==> src/rtl/alu_pkg.sv <==
// Shared ALUControl encodings, arbiter FSM states and code-legality helper.
package alu_pkg;

  localparam int unsigned CTRL_W = 4;
  localparam int unsigned ST_W   = 2;

  localparam logic [CTRL_W-1:0] ALU_ADD  = 4'b0000;
  localparam logic [CTRL_W-1:0] ALU_SUB  = 4'b0001;
  localparam logic [CTRL_W-1:0] ALU_AND  = 4'b0010;
  localparam logic [CTRL_W-1:0] ALU_OR   = 4'b0011;
  localparam logic [CTRL_W-1:0] ALU_SLT  = 4'b0101;
  localparam logic [CTRL_W-1:0] ALU_XOR  = 4'b0110;
  localparam logic [CTRL_W-1:0] ALU_SLTU = 4'b0111;
  localparam logic [CTRL_W-1:0] ALU_SLL  = 4'b1000;
  localparam logic [CTRL_W-1:0] ALU_SRL  = 4'b1001;
  localparam logic [CTRL_W-1:0] ALU_SRA  = 4'b1010;

  localparam logic [ST_W-1:0] ST_IDLE = 2'd0;
  localparam logic [ST_W-1:0] ST_EXEC = 2'd1;
  localparam logic [ST_W-1:0] ST_RESP = 2'd2;

  // True for codes the external ALU implements.
  function automatic logic alu_ctrl_legal(input logic [CTRL_W-1:0] ctrl);
    case (ctrl)
      ALU_ADD, ALU_SUB, ALU_AND, ALU_OR, ALU_SLT,
      ALU_XOR, ALU_SLTU, ALU_SLL, ALU_SRL, ALU_SRA: alu_ctrl_legal = 1'b1;
      default:                                      alu_ctrl_legal = 1'b0;
    endcase
  endfunction

endpackage

==> src/rtl/alu_share_arbiter_rr_arb2.sv <==
// Two-way round-robin arbiter: ptr picks the winner only when both request.
module rr_arb2 (
  input  logic [1:0] valid,
  input  logic       ptr,
  output logic [1:0] grant,
  output logic       grant_id
);

  // Winner selection and one-hot grant.
  always_comb begin
    grant    = 2'b00;
    grant_id = (valid == 2'b11) ? ptr : valid[1];
    if (|valid) begin
      grant[grant_id] = 1'b1;
    end
  end

endmodule

==> src/rtl/alu_share_arbiter.sv <==
// Shares one external ALU between two requesters: round-robin grant, operand
// latch, one-cycle execute, then a held response until the consumer takes it.
module alu_share_arbiter
  import alu_pkg::*;
#(
  parameter int unsigned WIDTH = 32
) (
  input  logic              clk,
  input  logic              reset,
  input  logic              req0_valid,
  output logic              req0_ready,
  input  logic [WIDTH-1:0]  req0_a,
  input  logic [WIDTH-1:0]  req0_b,
  input  logic [3:0]        req0_ctrl,
  input  logic              req1_valid,
  output logic              req1_ready,
  input  logic [WIDTH-1:0]  req1_a,
  input  logic [WIDTH-1:0]  req1_b,
  input  logic [3:0]        req1_ctrl,
  output logic [WIDTH-1:0]  alu_a,
  output logic [WIDTH-1:0]  alu_b,
  output logic [3:0]        alu_ctrl,
  input  logic [WIDTH-1:0]  alu_result,
  input  logic              alu_zero,
  output logic              rsp_valid,
  input  logic              rsp_ready,
  output logic              rsp_id,
  output logic [WIDTH-1:0]  rsp_result,
  output logic              rsp_zero,
  output logic              rsp_err
);

  logic [ST_W-1:0]   state_q, state_d;
  logic              rr_ptr_q, rr_ptr_d;
  logic [WIDTH-1:0]  op_a_q, op_a_d;
  logic [WIDTH-1:0]  op_b_q, op_b_d;
  logic [3:0]        op_ctrl_q, op_ctrl_d;
  logic              op_err_q, op_err_d;
  logic              op_id_q, op_id_d;
  logic              rsp_valid_q, rsp_valid_d;
  logic              rsp_id_q, rsp_id_d;
  logic [WIDTH-1:0]  rsp_result_q, rsp_result_d;
  logic              rsp_zero_q, rsp_zero_d;
  logic              rsp_err_q, rsp_err_d;

  logic [1:0]        grant;
  logic              grant_id;
  logic [3:0]        sel_ctrl;

  rr_arb2 u_arb (
    .valid    ({req1_valid, req0_valid}),
    .ptr      (rr_ptr_q),
    .grant    (grant),
    .grant_id (grant_id)
  );

  // Next-state, operand latch and response capture; ready is combinational in IDLE.
  always_comb begin
    state_d      = state_q;
    rr_ptr_d     = rr_ptr_q;
    op_a_d       = op_a_q;
    op_b_d       = op_b_q;
    op_ctrl_d    = op_ctrl_q;
    op_err_d     = op_err_q;
    op_id_d      = op_id_q;
    rsp_valid_d  = rsp_valid_q;
    rsp_id_d     = rsp_id_q;
    rsp_result_d = rsp_result_q;
    rsp_zero_d   = rsp_zero_q;
    rsp_err_d    = rsp_err_q;
    req0_ready   = 1'b0;
    req1_ready   = 1'b0;
    sel_ctrl     = grant_id ? req1_ctrl : req0_ctrl;

    case (state_q)
      ST_IDLE: begin
        if (|grant) begin
          req0_ready = grant[0] & ~reset;
          req1_ready = grant[1] & ~reset;
          op_a_d     = grant_id ? req1_a : req0_a;
          op_b_d     = grant_id ? req1_b : req0_b;
          op_err_d   = ~alu_ctrl_legal(sel_ctrl);
          op_ctrl_d  = alu_ctrl_legal(sel_ctrl) ? sel_ctrl : ALU_ADD;
          op_id_d    = grant_id;
          state_d    = ST_EXEC;
        end
      end
      ST_EXEC: begin
        rsp_valid_d  = 1'b1;
        rsp_id_d     = op_id_q;
        rsp_result_d = op_err_q ? '0 : alu_result;
        rsp_zero_d   = op_err_q | alu_zero;
        rsp_err_d    = op_err_q;
        state_d      = ST_RESP;
      end
      ST_RESP: begin
        if (rsp_ready) begin
          rsp_valid_d = 1'b0;
          rr_ptr_d    = ~rsp_id_q;
          state_d     = ST_IDLE;
        end
      end
      default: begin
        rsp_valid_d = 1'b0;
        state_d     = ST_IDLE;
      end
    endcase
  end

  // State registers with synchronous reset discarding any in-flight op.
  always_ff @(posedge clk) begin
    if (reset) begin
      state_q      <= ST_IDLE;
      rr_ptr_q     <= 1'b0;
      op_a_q       <= '0;
      op_b_q       <= '0;
      op_ctrl_q    <= ALU_ADD;
      op_err_q     <= 1'b0;
      op_id_q      <= 1'b0;
      rsp_valid_q  <= 1'b0;
      rsp_id_q     <= 1'b0;
      rsp_result_q <= '0;
      rsp_zero_q   <= 1'b0;
      rsp_err_q    <= 1'b0;
    end else begin
      state_q      <= state_d;
      rr_ptr_q     <= rr_ptr_d;
      op_a_q       <= op_a_d;
      op_b_q       <= op_b_d;
      op_ctrl_q    <= op_ctrl_d;
      op_err_q     <= op_err_d;
      op_id_q      <= op_id_d;
      rsp_valid_q  <= rsp_valid_d;
      rsp_id_q     <= rsp_id_d;
      rsp_result_q <= rsp_result_d;
      rsp_zero_q   <= rsp_zero_d;
      rsp_err_q    <= rsp_err_d;
    end
  end

  assign alu_a      = op_a_q;
  assign alu_b      = op_b_q;
  assign alu_ctrl   = op_ctrl_q;
  assign rsp_valid  = rsp_valid_q;
  assign rsp_id     = rsp_id_q;
  assign rsp_result = rsp_result_q;
  assign rsp_zero   = rsp_zero_q;
  assign rsp_err    = rsp_err_q;

endmodule

==> config.mk <==
export PLATFORM = sky130hd
export DESIGN_NAME = alu_share_arbiter
export DESIGN_NICKNAME = d
export VERILOG_FILES = /design/src/rtl/alu_pkg.sv /design/src/rtl/alu_share_arbiter_rr_arb2.sv /design/src/rtl/alu_share_arbiter.sv
export SDC_FILE = /design/constraint.sdc
export NUM_CORES = 1
export LEC_CHECK = 0
export BUFFER_PORTS_ARGS = -buffer_cell sky130_fd_sc_hd__buf_4
export CAP_MARGIN = 20
export CORE_MARGIN = 10
export CORE_UTILIZATION = 30
export DETAILED_ROUTE_END_ITERATION = 10
export GPL_TIMING_DRIVEN = 0
export PLACE_DENSITY_LB_ADDON = 0.1
export SYNTH_ARGS = -nofsm -noshare
export SYNTH_HDL_FRONTEND = slang
export SYNTH_SLANG_ARGS = --single-unit
==> constraint.sdc <==
create_clock -name clk -period 1.5 [get_ports clk]
set_input_delay 0.075 -clock clk [delete_from_list [all_inputs] [get_ports clk]]
set_output_delay 0.075 -clock clk [all_outputs]
set_load 0.01 [all_outputs]
* Word-level counts from Yosys, hierarchy flattened
Memory sizes are Yosys's and may differ from the RTL's. Index checks and enable logic that the tools add are counted.
Operators by class: order comparisons 2, bitwise gates (word level) 7, reductions and logical operators 8, equal/unequal tests 5, multiplexer cells 22
Operators by type and width (count):
- $mux 32 | 3
- $mux 1 | 11
- $mux 4 | 2
- $reduce_and 2->1 | 4
- $mux 2 | 3
- $pmux 2 s3 | 1
- $eq 2x2->1 const B | 2
- $ne 2x2->1 const B | 2
- $not 1->1 | 4
- $reduce_or 2->1 | 2
- $pmux 1 s3 | 1
- $and 1x1->1 | 2
- $eq 2x1->1 const B | 1
- $logic_not 2->1 | 1
- $lt 1x2->1 const B | 1
- $demux 1 s1 | 1
- $ge 1x1->1 const B | 1
- $logic_and 1x1->1 | 1
- $or 1x1->1 | 1
Storage, ports and cells: memories kept 2, output and inout bits 106, flip-flop bits (word level) 109, input bits 174, memory bits (read-only) 32
Memory list:
- (name not given) | depth 16, width 1, rd ports 1, clocked after memory_dff 0, write ports 0, RTL line alu_pkg.sv:24 | case (ctrl)
- (name not given) | depth 16, width 1, rd ports 1, clocked after memory_dff 0, write ports 0, RTL line alu_pkg.sv:24

* Depth between registers and ports, before layout
Gate-level depths: netlist (run 1).
word-level depth 11, depth in mapped cells 7, depth with buffers taken out 4

* By module
From an unflattened synthesis (run 1), not the netlist that was laid out.
Unflattened totals: cells, all modules 492, area total of the unflattened synthesis 4519.3 um2
By module, submodules not included:
- alu_share_arbiter | cells each 488, instances 1, seq. area each 2182.1 um2, area an instance 4493.1 um2
- rr_arb2 | cells each 4, instances 1, seq. area each 0.0 um2, area an instance 26.3 um2

* Worst setup path before layout (run 1)
No wires, ideal clock.
kind reg-to-reg, start point register rr_ptr_q, end point register op_ctrl_q[1] (netlist: alu_ctrl[1]), arrival 1.184 ns, path buffers 1, path slack 0.199 ns, stages on the path, launching flop included 6, cells stage by stage dfxtp_1 > nand2b_4 > and2_1 > buf_4 > a32o_1 > a32o_1
On the way: word-level cells in the longest chain between the ends 8, elaborated cells on any way between the ends 14
Ends and longest elaborated chain:
- start: declaration | RTL line alu_share_arbiter.sv:34 | logic rr_ptr_q, rr_ptr_d;
- start signal: assignment | RTL line alu_share_arbiter.sv:127 | rr_ptr_q <= rr_ptr_d;
- $mux 1 (*) | RTL line alu_share_arbiter_rr_arb2.sv:12 | grant_id = (valid == 2'b11) ? ptr : valid[1];
- parallel branches: the longest is 7 deep, another holds $mem_v2 16x1
- end signal: assignment | RTL line alu_share_arbiter.sv:130 | op_ctrl_q <= op_ctrl_d;
- end: declaration | RTL line alu_share_arbiter.sv:37 | logic [3:0] op_ctrl_q, op_ctrl_d;
Mark *: on every way between the ends. The select of a mux whose other input is x is not followed. A chain may end at the register's enable or synchronous reset.

* Final worst setup path (run 1)
start point register rr_ptr_q, end point output port req0_ready
On the way: word-level cells in the longest chain between the ends 9, elaborated cells on any way between the ends 11
Ends and longest elaborated chain:
- $mux 1 (*) | RTL line alu_share_arbiter_rr_arb2.sv:12
- $lt 1x2->1 (not written as such) / $ge 1x1->1 (equally long branches) | RTL line alu_share_arbiter_rr_arb2.sv:14 | grant[grant_id] = 1'b1;
- $logic_and 1x1->1 (not written as such) | RTL line alu_share_arbiter_rr_arb2.sv:14
- $mux 1 (not written as such) | RTL line alu_share_arbiter_rr_arb2.sv:14
- $demux 1 s1 (*)
- $mux 2 (*) | RTL line alu_share_arbiter_rr_arb2.sv:13 | if (|valid) begin
- $and 1x1->1 / $reduce_or 2->1 (equally long branches) | RTL line alu_share_arbiter.sv:78, alu_share_arbiter.sv:77
- $mux 1 (*) | RTL line alu_share_arbiter.sv:77 | if (|grant) begin
- $mux 1 (*) | RTL line alu_share_arbiter.sv:75 | case (state_q)
- end: declaration | RTL line alu_share_arbiter.sv:11 | output logic req0_ready,
Every way passes the cells marked *; elsewhere a longest branch is shown, timed or not.

==> metrics, run 1 <==
Hold Path Class=in2reg; CP endpoint kind=output pin; chip height=around 150 um; Row Count=46; outcome=complete, no violations; GRT overflow=0; Place WS=-46.0 ps; synthesized instance count=between 500 and 600; vias in the first global route=around 6000; crit path buf inv count=2; R2R cell count=6; Slew HR=50.2%; Final Setup Violations=0; top cell family by delay on the critical path=simple AND/OR/NAND/NOR gates; syn_area_per_cell=between 8 and 9 um2; Worst Slack Setup Final=around 27 ps; min Tclk post-route=1470 ps; Final HPWL DP=15.5 mm; share of layout cells above drive strength 1=between 40% and 50%; first-pass GRT wire length=~32 mm; Cell Chain, Critical Path=nand2b_4 -> and2_4 -> buf_8 -> nor3_4 -> buf_6; syn_nets=744; Worst path max stage delay=around 330 ps; DRC=0; Vias per Instance=~4.8; layout net count=1134; Worst IR Drop VDD=~0.00056 V; Critical Path Fanout Max=5; Slew Limit Fails=0; total power=about 8 mW; Post-Syn Area=between 4000 and 5000 um2; cell count along the critical path=5; Skew-Pair Late Insertion Delay=between 300 and 400 ps; CP required=1420 ps; RSZ-0062 raised after global routing=true; largest net degree at the start of global routing=20; sequential share of the synthesized area=around 45%; Starting Density=between 30% and 40%; Leak=about 3.8 nW; startpoint class of the critical path=register; most frequent cells in the layout=287 x buf_4, 168 x nand2_1, 106 x dfxtp_1; die area=between 20000 and 25000 um2; routability congestion estimate=just under 0.8; Port-buffer cells=between 200 and 300; CTS tree=yes; via count=5623; period utilisation layout=between 90% and 100%; antenna violations before repair=2; Final Non-Filler Cells=1183; core area=~16000 um2; number of H-tree levels=3; Synth cell types=30; GR Util All Layers=roughly 18%; clk sinks=109; Syn. warnings=0; placed cells=around 1100; worst path arrival time=roughly 1400 ps; drt pass-1 iters=4; Root Buffer=clkbuf_16; most common cell after layout, fill and taps aside=buf_4; 1st-iter DRT viols=about 220; Reg2Reg Setup Slack=about 40 ps; Crit Path Category=reg2out; Hold Vio Cnt, Final=0; Detailed Route WL=20.7 mm; RR Endpoint=alu_a[25]$_SDFFE_PP0P_; Final ANT Viol Nets=0; #FFs+latches synth=109; I/O pin cnt=280; f_max=between 600 and 700 MHz; actual slew at the worst max-slew pin=around 750 ps; Layout Area Growth over Synthesis=78.2%; Clock Pin Slew Worst Setup and Hold Paths=around 80 ps; Reg-to-Reg Start=rr_ptr_q$_SDFFE_PP0P_; die width=approximately 150 um; TritonCTS Buffers=9; max-cap violations=0; CP Capture Point=req0_ready; Critical Path Slowest Stage Cell=dfxtp_2; PwrDens=about 950 nW/um2; CTS Buffer Depth=2; WL/cell=approximately 17 um; Setup Skew=approximately 6.5 ps; Setup crit start=rr_ptr_q$_SDFFE_PP0P_
==> worst min-delay path, stage by stage <==
cell and delay, ps:
buf_4 110, nand2_1 60, a311oi_2 80
==> layer usage <==
layer	global-route usage, %	wire length, um
met1	19.7	8180
met2	31.4	10100
met3	7.00	1710
met4	7.93	718
met5	0	0
==> cell type report <==
type	instances	area [um2]
sequential	109	2190
antenna	2	5.00
buffer	52	359
tap	216	270
multi-input combinational	408	2410
timing repair buffer	380	3130
clock buffer	9	225
fill	1472	7230
clock inverter	7	57.6
==> state kept, by name, summed over array words and instances, names as in the netlist <==
| name | cells |
|---|---|
| rsp_zero | 1 |
| state_q | 2 |
| rsp_err | 1 |
| rsp_valid | 1 |
| alu_b | 32 |
| rr_ptr_q | 1 |
| op_err_q | 1 |
| alu_ctrl | 4 |
| alu_a | 32 |
| rsp_id | 1 |
| rsp_result | 32 |
| op_id_q | 1 |
==> logic make-up after synthesis <==
group,count (synthesis),synth area share (%)
mux,2,0.464
flops,109,44.9
buf+inv,53,6.36
simple gates,292,26.0
compound gates,114,22.2
==> cell usage after synthesis, drive strengths merged <==
master	instances	area, um2
nand2	169	637
a211oi	1	7.51
nand4b	2	17.5
o21ai	2	10.0
nand2b	2	20.0
clkbuf	19	71.3
a311oi	65	795
nor3	4	20.0
a32o	3	30.0
o21a	2	15.0
nor4	1	6.26
nand3b	34	255
nand3	1	5.00
buf	34	238
dfxtp	109	2180
nor2	76	285
and2	1	6.26
a21oi	36	180
a21o	1	7.51
o31ai	1	7.51
nor2b	2	12.5
mux2	2	22.5
a32oi	2	17.5
o21bai	1	7.51
==> stage by stage <==
step,TNS [ps],hold slack (ps),utilization (%),area (um2)
floorplan,0,234,-,4860
global placement,0,343,45.4,7210
detailed placement,-631,357,45.4,7210
CTS,0,0.116,53.9,8570
global route,-576,4.65,54.5,8650
finish,0,11.3,54.5,8650
==> what timing repair did <==
action	in CTS	in global routing
cloned	1	1
setup endpoints to repair	45	78
setup buffers	5	1
pin swaps	1	2
hold buffers	94	0
resized for setup	20	19
endpoints found under the hold margin	67	0
==> power breakdown <==
part | internal, mW | switching [mW]
combinational | 1.33 | 1.17
sequential | 3.19 | 0.175
clock | 1.16 | 1.20
total | 5.68 | 2.55
==> worst min-delay path by stage <==
| stage | start | end | slack, ps | depth (start not counted) |
|---|---|---|---|---|
| global placement | alu_zero | rsp_zero$_SDFFE_PP0P_ | 340 | 3 |
| global route | req0_a[26] | alu_a[26]$_SDFFE_PP0P_ | 5 | 3 |
| detailed placement | req0_b[26] | alu_b[26]$_SDFFE_PP0P_ | 360 | 3 |
| floorplan | req1_b[17] | alu_b[17]$_SDFFE_PP0P_ | 230 | 2 |
| CTS | req0_a[26] | alu_a[26]$_SDFFE_PP0P_ | 0.1 | 3 |
| finish | req1_b[2] | alu_b[2]$_SDFFE_PP0P_ | 10 | 3 |
Power figures use the tool's default switching activity.
==> run 2, diff against run 1 <==
--- a/config.mk
+++ b/config.mk
@@ -13,4 +13,5 @@
 export GPL_TIMING_DRIVEN = 0
 export PLACE_DENSITY_LB_ADDON = 0.1
+export SKIP_CTS_REPAIR_TIMING = 1
 export SYNTH_ARGS = -nofsm -noshare
 export SYNTH_HDL_FRONTEND = slang
==> constraint.sdc (replaced) <==
create_clock -name clk -period 1.5 [get_ports clk]
set_input_delay 0.3 -clock clk [delete_from_list [all_inputs] [get_ports clk]]
set_output_delay 0.3 -clock clk [all_outputs]
set_load 0.01 [all_outputs]
==> metrics, run 2 (synthesis gave the netlist of run 1 again) <==
largest net degree at the start of global routing=20; CP Capture Point=req1_ready; TritonCTS Buffers=9; Starting Density=30.6%; core area=around 16000 um2; Port-buffer cells=approximately 280; Finished Cell Area=~8000 um2; WL/cell=18.1 um; Skew-Pair Late Insertion Delay=between 300 and 400 ps; Cell Chain, Critical Path=nand2b_4 -> nand2_4 -> buf_12 -> nor4_4 -> buf_4; CP required=about 1200 ps; Leak=around 3.5 nW; Place WS=-324 ps; RR Endpoint=alu_a[25]$_SDFFE_PP0P_; Slew HR=between 50 and 60%; post-layout util=around half; f_max=slightly below 600 MHz; Critical Path Fanout Max=4; Setup Skew=~5.2 ps; crit path buf inv count=2; PwrDens=1020 nW/um2; min Tclk post-route=about 1700 ps; Worst path max stage delay=about 330 ps; most frequent cells in the layout=296 x buf_4, 166 x nand2_1, 106 x dfxtp_1; period utilisation layout=115%; Reg2Reg Setup Slack=approximately 40 ps; Clock Pin Slew Worst Setup and Hold Paths=around 80 ps; chip height=roughly 150 um; Layout Area Growth over Synthesis=64.9%; DRC=0; startpoint class of the critical path=register; Placed Area=between 7000 and 8000 um2; die width=147 um; Worst IR Drop VDD=~0.00057 V; Root Buffer=clkbuf_16; Worst Slack Setup Final=-224 ps; number of H-tree levels=3; GR Util All Layers=around 17%; Hold Path Class=in2reg; ant diodes=0; Reg-to-Reg Start=rr_ptr_q$_SDFFE_PP0P_; Final Non-Filler Cells=around 1100; Critical Path Slowest Stage Cell=dfxtp_2; die area=around 22000 um2; antenna violations before repair=0; top cell family by delay on the critical path=simple AND/OR/NAND/NOR gates; Row Count=46; GRT overflow=0; R2R cell count=7; CTS Buffer Depth=2; Register Area=2190 um2; via count=5300; actual slew at the worst max-slew pin=roughly 700 ps; Hold Vio Cnt, Final=0; vias in the first global route=5514; worst path arrival time=between 1000 and 1500 ps; max-cap violations=0; failing checks=negative setup slack; Final ANT Viol Nets=0; Final Setup Violations=2; drt pass-1 iters=5; Setup crit start=rr_ptr_q$_SDFFE_PP0P_; routability congestion estimate=~0.79; cell count along the critical path=5; outcome=finished, violations left; I/O pin cnt=280; Fillers=approximately 1500; most common cell after layout, fill and taps aside=buf_4; Crit Path Category=reg2out; CP endpoint kind=output pin; Detailed Route WL=19.9 mm; multi-input gate area in the final layout=2500 um2; 1st-iter DRT viols=roughly 200; Vias per Instance=between 4 and 5; Slew Limit Fails=0; share of layout cells above drive strength 1=47.0%; placed cells=around 1100; CTS tree=yes; clk sinks=roughly 110; first-pass GRT wire length=29.8 mm; Final HPWL DP=15.5 mm; RSZ-0062 raised after global routing=true; layout net count=1050
-- run 2: report_power, final --
part           total (mW)  internal [mW]  leakage (nW)  switching (mW)
clock                2.38           1.16         0.135            1.22
sequential           3.37           3.19         0.901           0.177
combinational        2.45           1.28          2.50            1.17
total                8.20           5.63          3.53            2.56
-- run 2: tightest hold or removal path: cells and delay by family --
| family | cells | cell delay [ps] |
|---|---|---|
| simple gates | 1 | 40 |
| compound gates | 1 | 70 |
| buf+inv | 1 | 110 |
-- run 2: layer usage --
metal / track usage, % / wire, um / up-vias
li1: - / - / 2595
met1: 18.6 / 7710 / 2496
met2: 29.4 / 10000 / 186
met3: 7.09 / 1810 / 23
met4: 5.50 / 387 / 0
met5: 0 / 0 / -
-- run 2: stage by stage --
| stage | setup TNS, ps | power, mW | hold WS [ps] |
|---|---|---|---|
| 6_report | -376 | 8.20 | 209 |
| 3_5_place_dp | -4440 | 5.64 | 443 |
| 2_1_floorplan | 0 | 4.51 | 426 |
| 3_3_place_gp | -3110 | 5.60 | 438 |
| 4_1_cts | -2370 | 8.03 | 196 |
| 5_1_grt | -487 | 8.65 | 208 |
-- run 2: layout make-up --
cell class / count / area share, %
clock buffer: 9 / 2.81
multi-input combinational: 408 / 31.3
timing repair buffer: 297 / 29.1
sequential: 109 / 27.4
buffer: 51 / 5.39
clock inverter: 7 / 0.719
tap: 216 / 3.38
-- run 2: how the worst min path moves through the flow --
stage                                  endpoint                   startpoint  cells past startpoint  slack (ps)
finish                    alu_a[5]$_SDFFE_PP0P_                    req1_a[5]                      3         210
CTS                      alu_b[17]$_SDFFE_PP0P_                   req1_b[17]                      3         200
floorplan                  op_id_q$_SDFFE_PP0P_         op_id_q$_SDFFE_PP0P_                      1         430
global placement    rsp_result[14]$_SDFFE_PP0P_  rsp_result[14]$_SDFFE_PP0P_                      2         440
global route             alu_b[17]$_SDFFE_PP0P_                   req1_b[17]                      3         210
detailed placement  rsp_result[11]$_SDFFE_PP0P_  rsp_result[11]$_SDFFE_PP0P_                      2         440
==> run 3, diff against run 2 <==
- REMOVE_ABC_BUFFERS: unset -> 1
==> metrics, run 3 (synthesis gave the netlist of run 1 again) <==
outcome=finished, violations left; failing checks=negative setup slack; core area=15900 um2; GRT overflow=0; GR Util All Layers=between 15 and 20%; Worst Slack Setup Final=-200 ps; die area=roughly 22000 um2; most common cell after layout, fill and taps aside=buf_4; Layout Area Growth over Synthesis=61.0%; routability congestion estimate=between 0.7 and 0.8; Row Count=46; layout net count=approximately 1000; Hold Vio Cnt, Final=0; sw power=2.49 mW; 1st-iter DRT viols=approximately 220; Port-buffer cells=around 280; Clock Pin Slew Worst Setup and Hold Paths=80 ps; chip height=147 um; antenna violations before repair=0; largest net degree at the start of global routing=69; Vias per Instance=approximately 5; Worst path max stage delay=~340 ps; Final HPWL DP=roughly 14 mm; Int Pwr=5.64 mW; number of H-tree levels=3; Root Buffer=clkbuf_16; startpoint class of the critical path=register; Sequential Power Share=41.5%; Leak=about 3.4 nW; Fillers=~1600; drt pass-1 iters=4; post-layout util=49.2%; I/O pin cnt=between 200 and 300; Setup Skew=around 7.8 ps; period utilisation layout=113%; CTS Buffer Depth=2; actual slew at the worst max-slew pin=906 ps; Place WS=-571 ps; Cell Chain, Critical Path=nand2b_4 -> nand2_8 -> nor4_4 -> buf_4; ant diodes=0; Crit Path Category=reg2out; Final ANT Viol Nets=0; die width=~150 um; CP required=between 1000 and 1500 ps; first-pass GRT wire length=roughly 28 mm; total power=roughly 8.1 mW; switch share=a little under a third; min Tclk post-route=between 1500 and 2000 ps; most frequent cells in the layout=292 x buf_4, 168 x nand2_1, 106 x dfxtp_1; max-cap violations=0; Clk pwr share=29.0%; Detailed Route WL=~21 mm; CP endpoint kind=output pin; RSZ-0062 raised after global routing=true; share of layout cells above drive strength 1=between 40 and 50%; Hold WS=209 ps; CTS tree=yes; Skew-Pair Late Insertion Delay=~360 ps; worst path arrival time=~1400 ps; TritonCTS Buffers=9; Slew HR=around two fifths; WL/cell=roughly 20 um; Critical Path Fanout Max=3; Slew Limit Fails=0; Worst IR Drop VDD=roughly 0.00053 V; clk sinks=109; Hold Path Class=in2reg; vias in the first global route=between 5000 and 6000; via count=~5200; Final Setup Violations=29; Critical Path Slowest Stage Cell=dfxtp_2; f_max=approximately 600 MHz; Logic pwr share=approximately 30%; PwrDens=around 1000 nW/um2; DRC=0; Starting Density=between 30% and 40%
## run 3: path summary, 6_finish.rpt
| check | slack, ps | end | cells after the start | startpoint |
|---|---|---|---|---|
| max reg2reg | -150 | alu_ctrl[0]$_SDFFE_PP0P_ | 6 | rr_ptr_q$_SDFFE_PP0P_ |
| max | -200 | req1_ready | 4 | rr_ptr_q$_SDFFE_PP0P_ |
| min | 210 | alu_a[1]$_SDFFE_PP0P_ | 3 | req1_a[1] |
| min reg2reg | 450 | rsp_result[5]$_SDFFE_PP0P_ | 2 | rsp_result[5]$_SDFFE_PP0P_ |
## run 3: power groups by stage
stage                     Clock (mW)  Sequential [mW]  Combinational, mW
after detailed placement           0             3.44               2.11
after global placement             0             3.43               2.07
after CTS                       2.43             3.37               2.11
after floorplan                    0             3.55              0.836
final                           2.36             3.37               2.41
after global routing            2.52             3.41               2.60
## run 3: layout make-up
class	instances	area, um2	share of cell area (%)
clock buffers	11	253	3.23
clock inverters	5	33.8	0.432
multi-input cells	412	2480	31.7
flip-flops and latches	109	2190	28.0
well taps	216	270	3.46
repair buffers	310	2590	33.1
## run 3: routing by layer
layer  track usage [%]  share of wire [%]  vias to the layer above
met4              5.50                1.8                        0
met5                 0                  0                        -
li1                  -                  -                     2530
met2              26.1                 47                      224
met3              8.02                9.9                       24
met1              17.8                 41                     2467
## run 3: stage by stage
step | cells | area (um2) | TNS [ps]
2_1_floorplan | 517 | 4550 | -170470
3_3_place_gp | 1012 | 6910 | -275970
3_5_place_dp | 1018 | 7070 | -31980
4_1_cts | 1034 | 7360 | -33940
5_1_grt | 1063 | 7820 | -5780
6_report | 1063 | 7820 | -2320
## run 3: critical path, delay by kind of cell (launching register included)
kind,cells,cell delay (ps)
simple gates,3,520
flops,1,340
buf+inv,1,180
